### config.mk
export PLATFORM = sky130hd
export DESIGN_NAME = cpu_phase_ctrl
export DESIGN_NICKNAME = d
export VERILOG_FILES = /design/src/rtl/cpu_ctrl_pkg.sv /design/src/rtl/mem_wait_timer.sv /design/src/rtl/cpu_phase_ctrl.sv
export SDC_FILE = /design/constraint.sdc
export NUM_CORES = 1
export LEC_CHECK = 0
export ABC_AREA = 0
export CELL_PAD_IN_SITES_DETAIL_PLACEMENT = 2
export CELL_PAD_IN_SITES_GLOBAL_PLACEMENT = 2
export CORE_ASPECT_RATIO = 0.9
export CORE_MARGIN = 2
export CORE_UTILIZATION = 27
export CTS_BUF_LIST = sky130_fd_sc_hd__clkbuf_8 sky130_fd_sc_hd__clkbuf_16
export CTS_CLUSTER_DIAMETER = 60
export DETAILED_ROUTE_END_ITERATION = 16
export MAX_ROUTING_LAYER = met4
export PLACE_DENSITY_LB_ADDON = 0.1
export SYNTH_ARGS = -nofsm -noshare
export SYNTH_HDL_FRONTEND = slang
export SYNTH_SLANG_ARGS = --single-unit
export TNS_END_PERCENT = 30
### constraint.sdc
create_clock -name clk -period 1.6 [get_ports clk]
set_clock_uncertainty 0.15 [all_clocks]
set_input_delay 0.32 -clock clk [delete_from_list [all_inputs] [get_ports clk]]
set_output_delay 0.32 -clock clk [all_outputs]
set_load 0.005 [all_outputs]
### src/rtl/cpu_ctrl_pkg.sv
// Shared state encoding and PC-select constants for the bit_cpu phase controller.
package cpu_ctrl_pkg;

  typedef enum logic [2:0] {
    S_HALT   = 3'd0,
    S_FETCH  = 3'd1,
    S_DECODE = 3'd2,
    S_EXEC   = 3'd3,
    S_MEM    = 3'd4,
    S_WB     = 3'd5,
    S_ERR    = 3'd6
  } state_e;

  localparam logic [1:0] PC_INC = 2'b00;
  localparam logic [1:0] PC_JMP = 2'b01;
  localparam logic [1:0] PC_BR  = 2'b10;

  // Jump (nia=0) outranks a taken branch.
  function automatic logic [1:0] branch_sel(input logic nia, input logic br);
    if (!nia) begin
      return PC_JMP;
    end else if (br) begin
      return PC_BR;
    end
    return PC_INC;
  endfunction

endpackage

### src/rtl/mem_wait_timer.sv
// Wait-state counter for the data-memory phase; flags expiry on the MEM_TIMEOUT-th cycle.
module mem_wait_timer #(
  parameter int unsigned MEM_TIMEOUT = 15
) (
  input  logic clk,
  input  logic rst_n,
  input  logic clr,
  input  logic en,
  output logic expired
);

  localparam logic [7:0] Limit = 8'(MEM_TIMEOUT - 1);

  logic [7:0] cnt_q, cnt_d;

  // cnt_q counts cycles already spent, so expiry lands on the MEM_TIMEOUT-th cycle.
  assign expired = (cnt_q == Limit);

  always_comb begin
    cnt_d = cnt_q;
    if (clr) begin
      cnt_d = '0;
    end else if (en && !expired) begin
      cnt_d = cnt_q + 8'd1;
    end
  end

  always_ff @(posedge clk or negedge rst_n) begin
    if (!rst_n) begin
      cnt_q <= '0;
    end else begin
      cnt_q <= cnt_d;
    end
  end

endmodule

### src/rtl/cpu_phase_ctrl.sv
// Multi-cycle phase sequencer for bit_cpu: fetch/decode/exec/mem/writeback enables,
// run/step/halt control and a bounded wait-state handshake to data memory.
module cpu_phase_ctrl
  import cpu_ctrl_pkg::*;
#(
  parameter int unsigned MEM_TIMEOUT = 15,
  parameter int unsigned CNT_W       = 16
) (
  input  logic             clk,
  input  logic             rst_n,
  input  logic             run,
  input  logic             step,
  input  logic             halt_req,
  input  logic             nia,
  input  logic             br,
  input  logic             reg_write,
  input  logic             mem_read,
  input  logic             mem_write,
  input  logic             mem_ready,
  output logic             ir_load,
  output logic             pc_en,
  output logic [1:0]       pc_sel,
  output logic             rf_we,
  output logic             dmem_re,
  output logic             dmem_we,
  output logic             halted,
  output logic             busy,
  output logic             bus_err,
  output logic [CNT_W-1:0] instret,
  output logic [2:0]       state_dbg
);

  state_e           state_q, state_d;
  logic             step_mode_q, step_mode_d;
  logic             rf_q, rf_d;
  logic             rd_q, rd_d;
  logic             wr_q, wr_d;
  logic [1:0]       sel_q, sel_d;
  logic [CNT_W-1:0] instret_q, instret_d;
  logic             timer_expired;

  mem_wait_timer #(
    .MEM_TIMEOUT(MEM_TIMEOUT)
  ) u_mem_wait_timer (
    .clk    (clk),
    .rst_n  (rst_n),
    .clr    (state_q != S_MEM),
    .en     (state_q == S_MEM),
    .expired(timer_expired)
  );

  always_comb begin
    state_d     = state_q;
    step_mode_d = step_mode_q;
    rf_d        = rf_q;
    rd_d        = rd_q;
    wr_d        = wr_q;
    sel_d       = sel_q;
    instret_d   = instret_q;
    case (state_q)
      S_HALT: begin
        if (halt_req) begin
          state_d = S_HALT;
        end else if (run) begin
          state_d = S_FETCH;
        end else if (step) begin
          state_d     = S_FETCH;
          step_mode_d = 1'b1;
        end
      end
      S_FETCH:  state_d = S_DECODE;
      S_DECODE: state_d = S_EXEC;
      S_EXEC: begin
        rf_d  = reg_write;
        sel_d = branch_sel(nia, br);
        rd_d  = mem_read;
        wr_d  = mem_write;
        if (mem_read && mem_write) begin
          state_d = S_ERR;
        end else if (mem_read || mem_write) begin
          state_d = S_MEM;
        end else begin
          state_d = S_WB;
        end
      end
      S_MEM: begin
        // A ready arriving on the timeout cycle still completes the access.
        if (mem_ready) begin
          state_d = S_WB;
        end else if (timer_expired) begin
          state_d = S_ERR;
        end
      end
      S_WB: begin
        instret_d = instret_q + CNT_W'(1);
        if (halt_req || step_mode_q || !run) begin
          state_d     = S_HALT;
          step_mode_d = 1'b0;
        end else begin
          state_d = S_FETCH;
        end
      end
      S_ERR:   state_d = S_ERR;
      default: state_d = S_ERR;
    endcase
  end

  always_ff @(posedge clk or negedge rst_n) begin
    if (!rst_n) begin
      state_q     <= S_HALT;
      step_mode_q <= 1'b0;
      rf_q        <= 1'b0;
      rd_q        <= 1'b0;
      wr_q        <= 1'b0;
      sel_q       <= PC_INC;
      instret_q   <= '0;
    end else begin
      state_q     <= state_d;
      step_mode_q <= step_mode_d;
      rf_q        <= rf_d;
      rd_q        <= rd_d;
      wr_q        <= wr_d;
      sel_q       <= sel_d;
      instret_q   <= instret_d;
    end
  end

  always_comb begin
    ir_load = (state_q == S_FETCH);
    pc_en   = (state_q == S_WB);
    pc_sel  = (state_q == S_WB) ? sel_q : PC_INC;
    rf_we   = (state_q == S_WB) && rf_q;
    dmem_re = (state_q == S_MEM) && rd_q;
    dmem_we = (state_q == S_MEM) && wr_q;
    halted  = (state_q == S_HALT) || (state_q == S_ERR);
    busy    = !halted;
    bus_err = (state_q == S_ERR);
  end

  assign instret   = instret_q;
  assign state_dbg = state_q;

endmodule

Word level (Yosys, flattened, before mapping)
Cells that the tools add are included.
W data, S select, Z words.

word-level totals
  register bits after elaboration = 33
  latch bits = 0
  bits in writable memories = 0
  ROM bits = 0
  input bits = 11
  output and inout bits = 29
  word-level logic and storage cells = 64
  memories = 0

cells by class
  add/subtract/negate cells = 2
  multipliers = 0
  divide/modulo/power cells = 0
  order comparisons = 0
  equality and inequality tests = 14
  shift-type cells = 0
  muxes and demuxes = 23
  bitwise logic cells = 0
  reductions and logical operators = 17

operators with widths
  kind                     number
  $pmux W3 S6              1
  $add A16 B1 Y16 const B  1
  $mux W8                  2
  $mux W3                  5
  $mux W2                  5
  $eq A3 B3 Y1 const B     3
  $mux W1                  9
  $add A8 B1 Y8 const B    1
  $eq A8 B4 Y1 const B     1
  $eq A3 B2 Y1 const B     2
  $ne A2 B2 Y1 const B     3
  $ne A3 B3 Y1 const B     2
  $logic_and A1 B1 Y1      5
  $reduce_and A5 Y1        1
  $logic_or A1 B1 Y1       4
  $ne A4 B4 Y1 const B     1
  $reduce_bool A2 Y1       2
  $eq A3 B1 Y1 const B     1
  $logic_not A1 Y1         3
  $logic_not A3 Y1         1
  $ne A2 B1 Y1 const B     1
  $pmux W1 S2              1
  $reduce_and A2 Y1        1

Longest topological paths before layout
  depth after elaboration = 5
  mapped depth = 6
  mapped depth without buffers = 6

Cells and area by module
Synthesis repeated with hierarchy kept, for this count alone.

second synthesis, totals
  cells, all modules = 166
  area total of the unflattened synthesis = 1,727.9 um^2

modules (own cells, without submodules)
  module          times used  cells each  area each (um^2)  sequential area each (um^2)
  cpu_phase_ctrl  1           115         1,243.7           625.6
  mem_wait_timer  1           51          484.2             200.2

Least setup slack after synthesis
OpenSTA, ideal clock, no wires.

  path kind = register to register
  from = register state_q[1], in the netlist state_dbg[1]
  to = register state_q[0], in the netlist state_dbg[0]
  library setup time = 0.126 ns
  arrival = 1.455 ns
  data required time = 1.324 ns
  setup slack = -0.131 ns
  stages on the path, launching flop included = 5
  path buffers = 1
  period minus slack after synthesis = 1.731 ns
  cells stage by stage = dfrtp_1 > buf_6 > or4_4 > or3_1 > o311a_1

between the ends
  longest elaborated chain between the ends = 3
  elaborated cells between the ends (all ways) = 10
  those cells by class = eq/ne (7); mux (1); reduce/logical (2)

RTL lines
  element                                                               line                   RTL
  start, declared                                                       cpu_phase_ctrl.sv:33   state_e state_q, state_d;
  start signal, assigned                                                cpu_phase_ctrl.sv:118  state_q <= state_d;
  $eq A3 B3 Y1 / $logic_not A3 Y1 (equally long branches)               cpu_phase_ctrl.sv:60   case (state_q)
  $ne A3 B3 Y1 (no source line) / $ne A4 B4 Y1 (equally long branches)  --
  $reduce_and A2 Y1 (no source line)                                    --

Several ways; a longest one is shown, not always the timed one.
A chain may end at the register's enable or synchronous reset.

==> reports/qor.yml <==
timing:
  holdWs_ns: 0.244
  tns_ns: -4.63
  hold_viol: 0
  setup_viol: 27
  fmax_mhz: 530
  final_max_slew_viol_count: 0
  worstMarginPinSlew_ns: 0.444
  max_slew_margin_pct: 70.3
  finalWorstSetupSlack_ns: -0.287
  rsz0062_at_grt: "yes"
  period_share_pct: 118
  layout_min_cycle_time_ns: 1.89
outcome:
  run_status: "finished, violations left"
  violations: "negative setup slack"
place:
  pre_cts_slack_ns: -0.287
  io_buffers: 39
  dp_hpwl_mm: 3.55
  place.gp.congestion: 0.804
critical_path:
  crit_type: "reg2reg"
  cp-start-kind: "flip-flop"
  ff2ff_setup_slack_ns: -0.29
  endpoint_kind: "flip-flop"
  critPathMaxFanout: 3
  reg2reg_depth: 4
  arrival_ns: 1.93
  cp.required_ns: 1.64
floorplanning:
  fp.dieArea_um2: 6640
  io_pins: 40
  die-height_um: 77.5
  die_x_um: 85.7
  placementRows: 26
  start_util_pct: 28.3
  coreArea_um2: 5730
detailed_routing:
  routed_wl_mm: 5.69
  avgRoutedWirePerCell_um: 18.3
  detail_route.iter0.violations: 39
  postRouteAntennaNets: 0
  vias: 1482
  dr.pass1.iters: 4
  drc_errors: 0
  via_per_inst: 4.75
grt:
  grt_pass1_vias: 1661
  antenna_found_initial: 0
  grt_most_used_layer: "met2"
  grtUsageMet3_pct: 3.72
  grt-ovfl-total: 0
  grt.total_usage_pct: 17.4
  gr-usage-met2_pct: 30.1
  grt_use_met1_pct: 20.3
  grt_max_degree: 34
  grt_pass1_wl_mm: 8.64
clock_tree:
  cts_tree: "yes"
  clk_latency_ns: 0.30
  clk_pin_slew_ns: 0.09
  htreeDepth: 2
  numCtsBuffers: 5
  clockRootBuffer: "clkbuf_8"
  cts.path.max_buffers: 2
  ctsHoldBuffers: 0
  cts_sinks: 33
power_and_ir_drop:
  p_leak_nw: 1.32
  p_seq_share_pct: 28.9
  clockPowerShare_pct: 18.7
  p_int_mw: 2.61
  ir_drop_mv: 0.799
  power.density_nw_per_um2: 1470
  switching_power_mw: 1.33
  fin_total_pwr_mw: 3.95
  swShare_pct: 33.8
  pwr-share-comb_pct: 52.4
synth:
  ys_warn_count: 0
  yosys.cell_types.count: 32
  syn_area_per_cell_um2: 10.7
  ys_ff_latch: 33
  syn_inst: 151
  synthesis.area_um2: 1620
  syn_nets: 165
  seq_area_frac_synth_pct: 51.0
layout:
  drive_above_1_share_pct: 42.1
  area_growth_pct: 65.4
  fillers: 610
  fin_nets: 255
  antennaDiodeCount: 0
job:
  drv_cap: 0
worst_hold_path:
  hp-class: "in2async"
-- path summary, 6_finish.rpt --
kind	startpoint	endpoint
worst min-delay path	rst_n	u_mem_wait_timer.cnt_q[7]
max in group asynchronous	rst_n	instret[5]
worst max register to register	flip-flop	state_dbg[0]
worst min register to register	instret[15]	instret[15]
worst max-delay path	flip-flop	state_dbg[0]
min in group clk	instret[15]	instret[15]
-- critical path, stage by stage, from the launching register on --
cell and delay, ns:
dfrtp_2 0.48, buf_6 0.15, or4_4 0.52, or3_4 0.34, o311a_1 0.15
-- area by class of cell --
cell class	count	area (µm²)	share of cell area (%)
clock inverter	1	5.00	0.187
tap	70	87.6	3.27
multi-input combinational	109	836	31.2
timing repair buffer	87	808	30.2
clock buffer	7	96.3	3.59
sequential	33	828	30.9
inverter	5	18.8	0.700
-- flip-flops by register name (all words and copies together), names as in the netlist, named ones only --
register / cells
rd_q: 1
step_mode_q: 1
sel_q: 2
instret: 16
rf_q: 1
state_dbg: 2
wr_q: 1
u_mem_wait_timer.cnt_q: 8
-- cell families after synthesis --
group	synth area share, %
and+or+nand+nor	22.5
AOI/OAI and AO/OA	5.10
muxes	3.47
DFF	51.0
xor gates and xnor gates	12.4
adders and majority gates	2.32
buffers and inverters	3.24
-- stage by stage --
stage / std cells / area (µm²) / util (%)
finish: 312 / 2680 / 46.8
global route: 312 / 2680 / 46.8
CTS: 307 / 2530 / 44.3
detailed placement: 289 / 2320 / 40.6
global placement: 289 / 2320 / 40.6
floorplan: 151 / 1620 / -
-- power by group through the flow --
stage          sequential, mW  clock (mW)  combinational (mW)
3_5_place_dp             1.12           0                1.49
2_1_floorplan            1.14           0               0.629
3_3_place_gp             1.10           0                1.43
6_report                 1.14       0.739                2.07
4_1_cts                  1.12       0.739                1.70
5_1_grt                  1.16       0.807                2.22
-- per-layer routing --
layer  vias up  share of wire, %
met5         -                 0
met4         0              0.68
met3         4               4.0
met2        28                52
met1       756                44
li1        694                 -
-- cells in the final DEF, fill, tap and decap left out, types with 2 or more instances in the layout --
master / instances
inv_2: 3
dlygate4sd2_1: 15
nor3_2: 2
and2_4: 3
buf_12: 2
and3_1: 5
nand3_1: 4
buf_2: 4
nand2_1: 8
clkbuf_8: 7
dfrtp_1: 31
and2_1: 2
o21ai_1: 2
nor2_1: 14
nand4_1: 8
a21oi_1: 4
nor2_4: 2
nand2b_4: 2
nor2_2: 2
o21ai_0: 2
dfrtp_2: 2
nand4b_1: 2
mux2_2: 4
xor2_1: 12
clkdlybuf4s50_1: 11
buf_6: 23
or3_4: 2
inv_1: 2
ha_1: 2
xnor2_1: 10
buf_4: 29
-- what timing repair did --
action	in CTS	in global routing
gates resized for setup	85	37
gates cloned	0	0
setup buffers	12	7
endpoints found under the hold margin	0	0
endpoints found under the setup margin	43	42
pin swaps	9	18
-- synth_stat cells (all sizes together) --
master,n,area (µm²)
nor4,1,21.3
nor3,2,10.0
or2,1,6.26
a21oi,5,25.0
o211ai,1,7.51
nand3,4,20.0
or3,2,12.5
buf,3,30.0
nand4,8,50.1
clkbuf,1,3.75
nand2b,2,20.0
nand2,9,33.8
inv,5,18.8
nor2,18,70.1
xnor2,11,96.3
o22ai,1,6.26
and2,5,31.3
mux2,5,56.3
nor4bb,1,10.0
o311a,1,10.0
dfrtp,33,826
o21ai,5,25.0
or4,1,11.3
nor2b,2,12.5
xor2,12,105
ha,3,37.5
nand4b,2,17.5
a311oi,1,8.76
and3,6,37.5
(Power assumes the default switching activity.)
